<file path="src/rtl/pipeline_pkg.sv">
// Shared front-end pipeline types and constants, used by the IF/ID, ID/EX and EX stages.
package pipeline_pkg;

    localparam int unsigned PKG_XLEN  = 32;
    localparam logic [31:0] RESET_PC  = 32'h0000_0000;
    localparam logic [31:0] NOP_INSTR = 32'h0000_0013;

    typedef struct packed {
        logic [PKG_XLEN-1:0] pc;
        logic [31:0]         instr;
        logic                valid;
    } if_id_t;

    // Per-cycle action chosen for a front-end register.
    typedef enum logic [1:0] {
        FE_ADVANCE = 2'd0,
        FE_HOLD    = 2'd1,
        FE_FLUSH   = 2'd2
    } fe_action_e;

    function automatic if_id_t if_id_bubble(input logic [PKG_XLEN-1:0] pc,
                                            input logic [31:0]         nop);
        if_id_t b;
        b.pc    = pc;
        b.instr = nop;
        b.valid = 1'b0;
        return b;
    endfunction

endpackage

</file>
<file path="src/rtl/sat_counter.sv">
// Saturating up-counter with synchronous reset and clear; sticks at all-ones.
module sat_counter #(
    parameter int unsigned W = 32
) (
    input  logic         clk,
    input  logic         rst,
    input  logic         inc,
    input  logic         clr,
    output logic [W-1:0] count
);

    always_ff @(posedge clk) begin
        if (rst || clr) begin
            count <= '0;
        end else if (inc && (count != '1)) begin
            count <= count + W'(1);
        end
    end

endmodule

</file>
<file path="src/rtl/if_id_pipeline_ctrl.sv">
// PC and IF/ID register owner: applies flush, hazard-unit holds and normal advance,
// and keeps saturating stall/flush counters.
module if_id_pipeline_ctrl
    import pipeline_pkg::*;
#(
    parameter int unsigned      XLEN      = 32,
    parameter logic [XLEN-1:0]  RESET_PC  = XLEN'(pipeline_pkg::RESET_PC),
    parameter logic [31:0]      NOP_INSTR = pipeline_pkg::NOP_INSTR,
    parameter int unsigned      CNT_W     = 32
) (
    input  logic             clk,
    input  logic             rst,
    input  logic             PC_Write,
    input  logic             IF_ID_Write,
    input  logic             Stall,
    input  logic             Branch_Taken,
    input  logic [XLEN-1:0]  Branch_Target,
    input  logic [31:0]      IMem_Instr,
    output logic [XLEN-1:0]  PC,
    output logic [XLEN-1:0]  IF_ID_PC,
    output logic [31:0]      IF_ID_Instr,
    output logic             IF_ID_Valid,
    output logic             ID_EX_Bubble,
    output logic [CNT_W-1:0] Stall_Count,
    output logic [CNT_W-1:0] Flush_Count
);

    logic [XLEN-1:0] pc_q, pc_d;
    if_id_t          if_id_q, if_id_d;
    fe_action_e      pc_act, if_id_act;
    logic            stall_inc;

    // The branch in EX is older than any load-use in ID, so it overrides both enables.
    always_comb begin
        pc_act    = FE_HOLD;
        if_id_act = FE_HOLD;
        if (Branch_Taken) begin
            pc_act    = FE_FLUSH;
            if_id_act = FE_FLUSH;
        end else begin
            if (PC_Write)    pc_act    = FE_ADVANCE;
            if (IF_ID_Write) if_id_act = FE_ADVANCE;
        end
    end

    always_comb begin
        pc_d = pc_q;
        unique case (pc_act)
            FE_FLUSH:   pc_d = Branch_Target;
            FE_ADVANCE: pc_d = pc_q + XLEN'(4);
            default:    pc_d = pc_q;
        endcase
    end

    always_comb begin
        if_id_d = if_id_q;
        unique case (if_id_act)
            FE_FLUSH: begin
                if_id_d = if_id_bubble(PKG_XLEN'(pc_q), NOP_INSTR);
            end
            FE_ADVANCE: begin
                if_id_d.pc    = PKG_XLEN'(pc_q);
                if_id_d.instr = IMem_Instr;
                if_id_d.valid = 1'b1;
            end
            default: if_id_d = if_id_q;
        endcase
    end

    always_ff @(posedge clk) begin
        if (rst) begin
            pc_q    <= RESET_PC;
            if_id_q <= if_id_bubble('0, NOP_INSTR);
        end else begin
            pc_q    <= pc_d;
            if_id_q <= if_id_d;
        end
    end

    assign PC           = pc_q;
    assign IF_ID_PC     = XLEN'(if_id_q.pc);
    assign IF_ID_Instr  = if_id_q.instr;
    assign IF_ID_Valid  = if_id_q.valid;
    assign ID_EX_Bubble = Stall | Branch_Taken;
    assign stall_inc    = Stall & ~Branch_Taken;

    sat_counter #(.W(CNT_W)) u_stall_cnt (
        .clk   (clk),
        .rst   (rst),
        .inc   (stall_inc),
        .clr   (1'b0),
        .count (Stall_Count)
    );

    sat_counter #(.W(CNT_W)) u_flush_cnt (
        .clk   (clk),
        .rst   (rst),
        .inc   (Branch_Taken),
        .clr   (1'b0),
        .count (Flush_Count)
    );

endmodule

</file>
<file path="config.mk">
export PLATFORM = sky130hd
export DESIGN_NAME = if_id_pipeline_ctrl
export DESIGN_NICKNAME = d
export VERILOG_FILES = /design/src/rtl/pipeline_pkg.sv /design/src/rtl/sat_counter.sv /design/src/rtl/if_id_pipeline_ctrl.sv
export SDC_FILE = /design/constraint.sdc
export NUM_CORES = 1
export LEC_CHECK = 0
export ABC_CLOCK_PERIOD_IN_PS = 6500
export CELL_PAD_IN_SITES_DETAIL_PLACEMENT = 1
export CELL_PAD_IN_SITES_GLOBAL_PLACEMENT = 2
export CORE_AREA = 3 3 163 165
export CTS_CLUSTER_SIZE = 16
export DETAILED_ROUTE_END_ITERATION = 10
export DIE_AREA = 0 0 166 168
export PLACE_DENSITY_LB_ADDON = 0.1
export SYNTH_ARGS = -nofsm -noshare
export SYNTH_HDL_FRONTEND = slang
export SYNTH_SLANG_ARGS = --single-unit
</file>
<file path="constraint.sdc">
create_clock -name clk -period 6.5 [get_ports clk]
set_clock_uncertainty 0.15 [all_clocks]
set_input_delay 0.65 -clock clk [delete_from_list [all_inputs] [get_ports clk]]
set_output_delay 0.65 -clock clk [all_outputs]
set_load 0.02 [all_outputs]
</file>
==> metrics.txt <==
Setup violations, final 0; Synth Cell Area 0.00731 mm^2; Fin Hold WS 0.302 ns; global-route wire length before repair approximately 38000 um; Max Fclk around 320 MHz; Avg Inst Size Synth ~8.4 um^2; WL/cell around 17 um; Syn Inst Count 867; die width 166 um; critical path's top delay family simple AND/OR/NAND/NOR gates; Crit path largest cell delay approximately 0.8 ns; cts hold-fix bufs 0; I/O Buffers 231; hold path depth 2; worst-skew pair later-pin latency about 0.43 ns; Max transition margin roughly 43%; Sink Count approximately 160; largest net degree at the start of global routing 75; largest cells by area after synthesis dfxtp_1 (44%), nor2_1 (5.7%), nand2_1 (5.5%), mux2i_1 (5.3%), a21oi_1 (4.7%); EDFF count, synth 0; status finished clean; HP Class flop to flop; Final #Nets 1112; root buffer cell clkbuf_16; total power 0.00227 W; top cell type's share of synthesized area 44.1%; Yosys reg bits 161; vias after detailed routing 6717; maxcap violations 0; Setup CP Type input pin to flop; die footprint 0.0279 mm^2; Initial Utilization between 20% and 30%; CTS tree built; PostCTS Resize Cnt 0; Pre-antenna DRT Iters 4; internal reg-to-reg setup slack around 3.7 ns; DP Worst Slack 2.83 ns; Endpoint, Worst Hold IF_ID_PC[4]$_SDFFE_PP0P_; Distinct cells, synth 45; initial antenna violation count 1; vias in the first global route roughly 7000; num rows 58; Total GRT Usage approximately 17%; WP buf/inv 2; hold path start IF_ID_PC[4]$_SDFFE_PP0P_; Post-DP HPWL 16400 um; total global routing overflow 0; First DRT Iteration DRCs approximately 350; RSZ-0062 raised after global routing no; die height between 150 and 200 um; post-route ant nets 0; DRT Wirelength approximately 23000 um; post-synth net total 940; layout cells sized above 1 slightly above 5%; setup repair bufs after CTS 0; slowest CP cell nor4_1; Critical Path Sink Type flop; Worst R2R Path Depth 5; clk slew on worst S/H paths roughly 0.070 ns; Synth area leader dfxtp_1; Boundary Pins 232; clk buf depth 2; htree depth 4; leakage power 3.52 nW; TritonCTS Buffers 17; largest fanout on the critical path 47; reg2reg start u_stall_cnt.count[10]$_SDFFE_PP0P_; setup TNS 0 ns; sequential area share after synthesis roughly 44%; most frequent cell after synthesis dfxtp_1; setup ws final around 3.3 ns; YS warnings 0; max-slew violations 0; DR DRC count 0; CP Data Required Time between 6 and 7 ns; fin crit period about 3.2 ns; GP Congestion approximately 0.71; number of fill cells 2921; n_diodes 0; Hold Fails Final Rpt 0; core region area 0.0252 mm^2; Pwr Density 223 mW/mm^2; most common flop cell mapped by yosys dfxtp_1; fin crit share roughly half; Cell Chain, Critical Path buf_2, inv_2, nor4_1, nand4b_1, or3_1, a21oi_1; area delta synth->final 39.3%; most frequent cells after synthesis dfxtp_1 (161), nor2_1 (111), nand2_1 (108), a21oi_1 (69), clkbuf_1 (41); Worst R2R End u_stall_cnt.count[7]$_SDFFE_PP0P_; worst-margin pin slew ~0.85 ns; VDD IR-drop max 133 uV; Post-synth ARST share 0%; Setup crit start kind input pin; crit path DAT roughly 3.4 ns; DR vias/cell 4.86
-- layout by cell type, fill, tap and decap left out, drive strengths merged, types with 7 or more instances in the layout --
cell type / Yosys / layout
a211oi: 20 / 20
a21oi: 69 / 69
and3: 9 / 9
and4: 16 / 16
buf: 42 / 8
clkbuf: 41 / 18
clkdlybuf4s50: 0 / 228
dfxtp: 161 / 161
inv: 8 / 17
mux2i: 39 / 39
nand2: 108 / 108
nand3: 31 / 31
nand4: 31 / 31
nor2: 111 / 111
nor3: 10 / 10
nor4: 12 / 12
o21ai: 25 / 25
o31ai: 7 / 7
or3: 23 / 23
xnor2: 21 / 21
xor2: 38 / 38
-- report_power, final --
group | internal, W | switching, W
Clock | 0.000515 | 0.000467
Combinational | 0.000120 | 0.000122
Sequential | 0.00102 | 0.0000318
-- metrics by stage --
stage	std cells	instance area (um^2)	utilization [%]
detailed placement	1350	9620	38.2
CTS	1382	10200	40.4
finish	1382	10200	40.4
floorplan	867	7310	-
global route	1382	10200	40.4
global placement	1350	9620	38.2
-- state kept, by name (all words and copies together) (netlist names) --
signal,cells
IF_ID_Instr,32
IF_ID_PC,32
IF_ID_Valid,1
PC,32
u_flush_cnt.count,32
u_stall_cnt.count,32
-- how the worst max path moves through the flow --
stage | cells past startpoint | slack (ns) | startpoint | end
after floorplan | 8 | 3.95 | u_flush_cnt.count[0]$_SDFFE_PP0P_ | u_flush_cnt.count[26]$_SDFFE_PP0P_
after global placement | 6 | 2.90 | Branch_Taken | u_flush_cnt.count[25]$_SDFFE_PP0P_
after detailed placement | 6 | 2.83 | Branch_Taken | u_flush_cnt.count[31]$_SDFFE_PP0P_
after CTS | 6 | 3.28 | Branch_Taken | u_flush_cnt.count[31]$_SDFFE_PP0P_
after global routing | 6 | 2.96 | Branch_Taken | u_flush_cnt.count[25]$_SDFFE_PP0P_
final | 6 | 3.33 | Branch_Taken | u_flush_cnt.count[31]$_SDFFE_PP0P_
-- per-layer routing --
layer	up-vias	share of wire, %	global-route usage, %
met5	-	0.056	0
li1	3355	-	-
met4	2	0.76	3.98
met1	3192	47	21.8
met3	14	7.4	6.15
met2	154	45	26.0
-- cell families (layout without fill, tap and decap cells) --
| group | after synthesis | after routing | share of synthesized area (%) |
|---|---|---|---|
| simple gates | 372 | 372 | 24.7 |
| flops | 161 | 161 | 44.1 |
| compound gates | 138 | 138 | 11.2 |
| buf+inv | 91 | 276 | 6.41 |
| fa+ha+maj | 3 | 3 | 0.514 |
| xor+xnor | 59 | 59 | 7.07 |
| mux | 43 | 43 | 5.96 |
-- cell type report --
class	count	area [um^2]	share of cell area, %
Tap cell	330	413	4.06
Clock inverter	14	119	1.17
Multi-Input combinational cell	615	3620	35.5
Inverter	8	30.0	0.295
Timing Repair Buffer	236	2340	23.0
Sequential cell	161	3220	31.7
Clock buffer	18	439	4.31
-- worst min-delay path, stage by stage (launching register included) --
cell	delay [ns]
dfxtp_1	0.31
nand2_1	0.05
a21oi_1	0.05
Power figures use the tool's default switching activity.
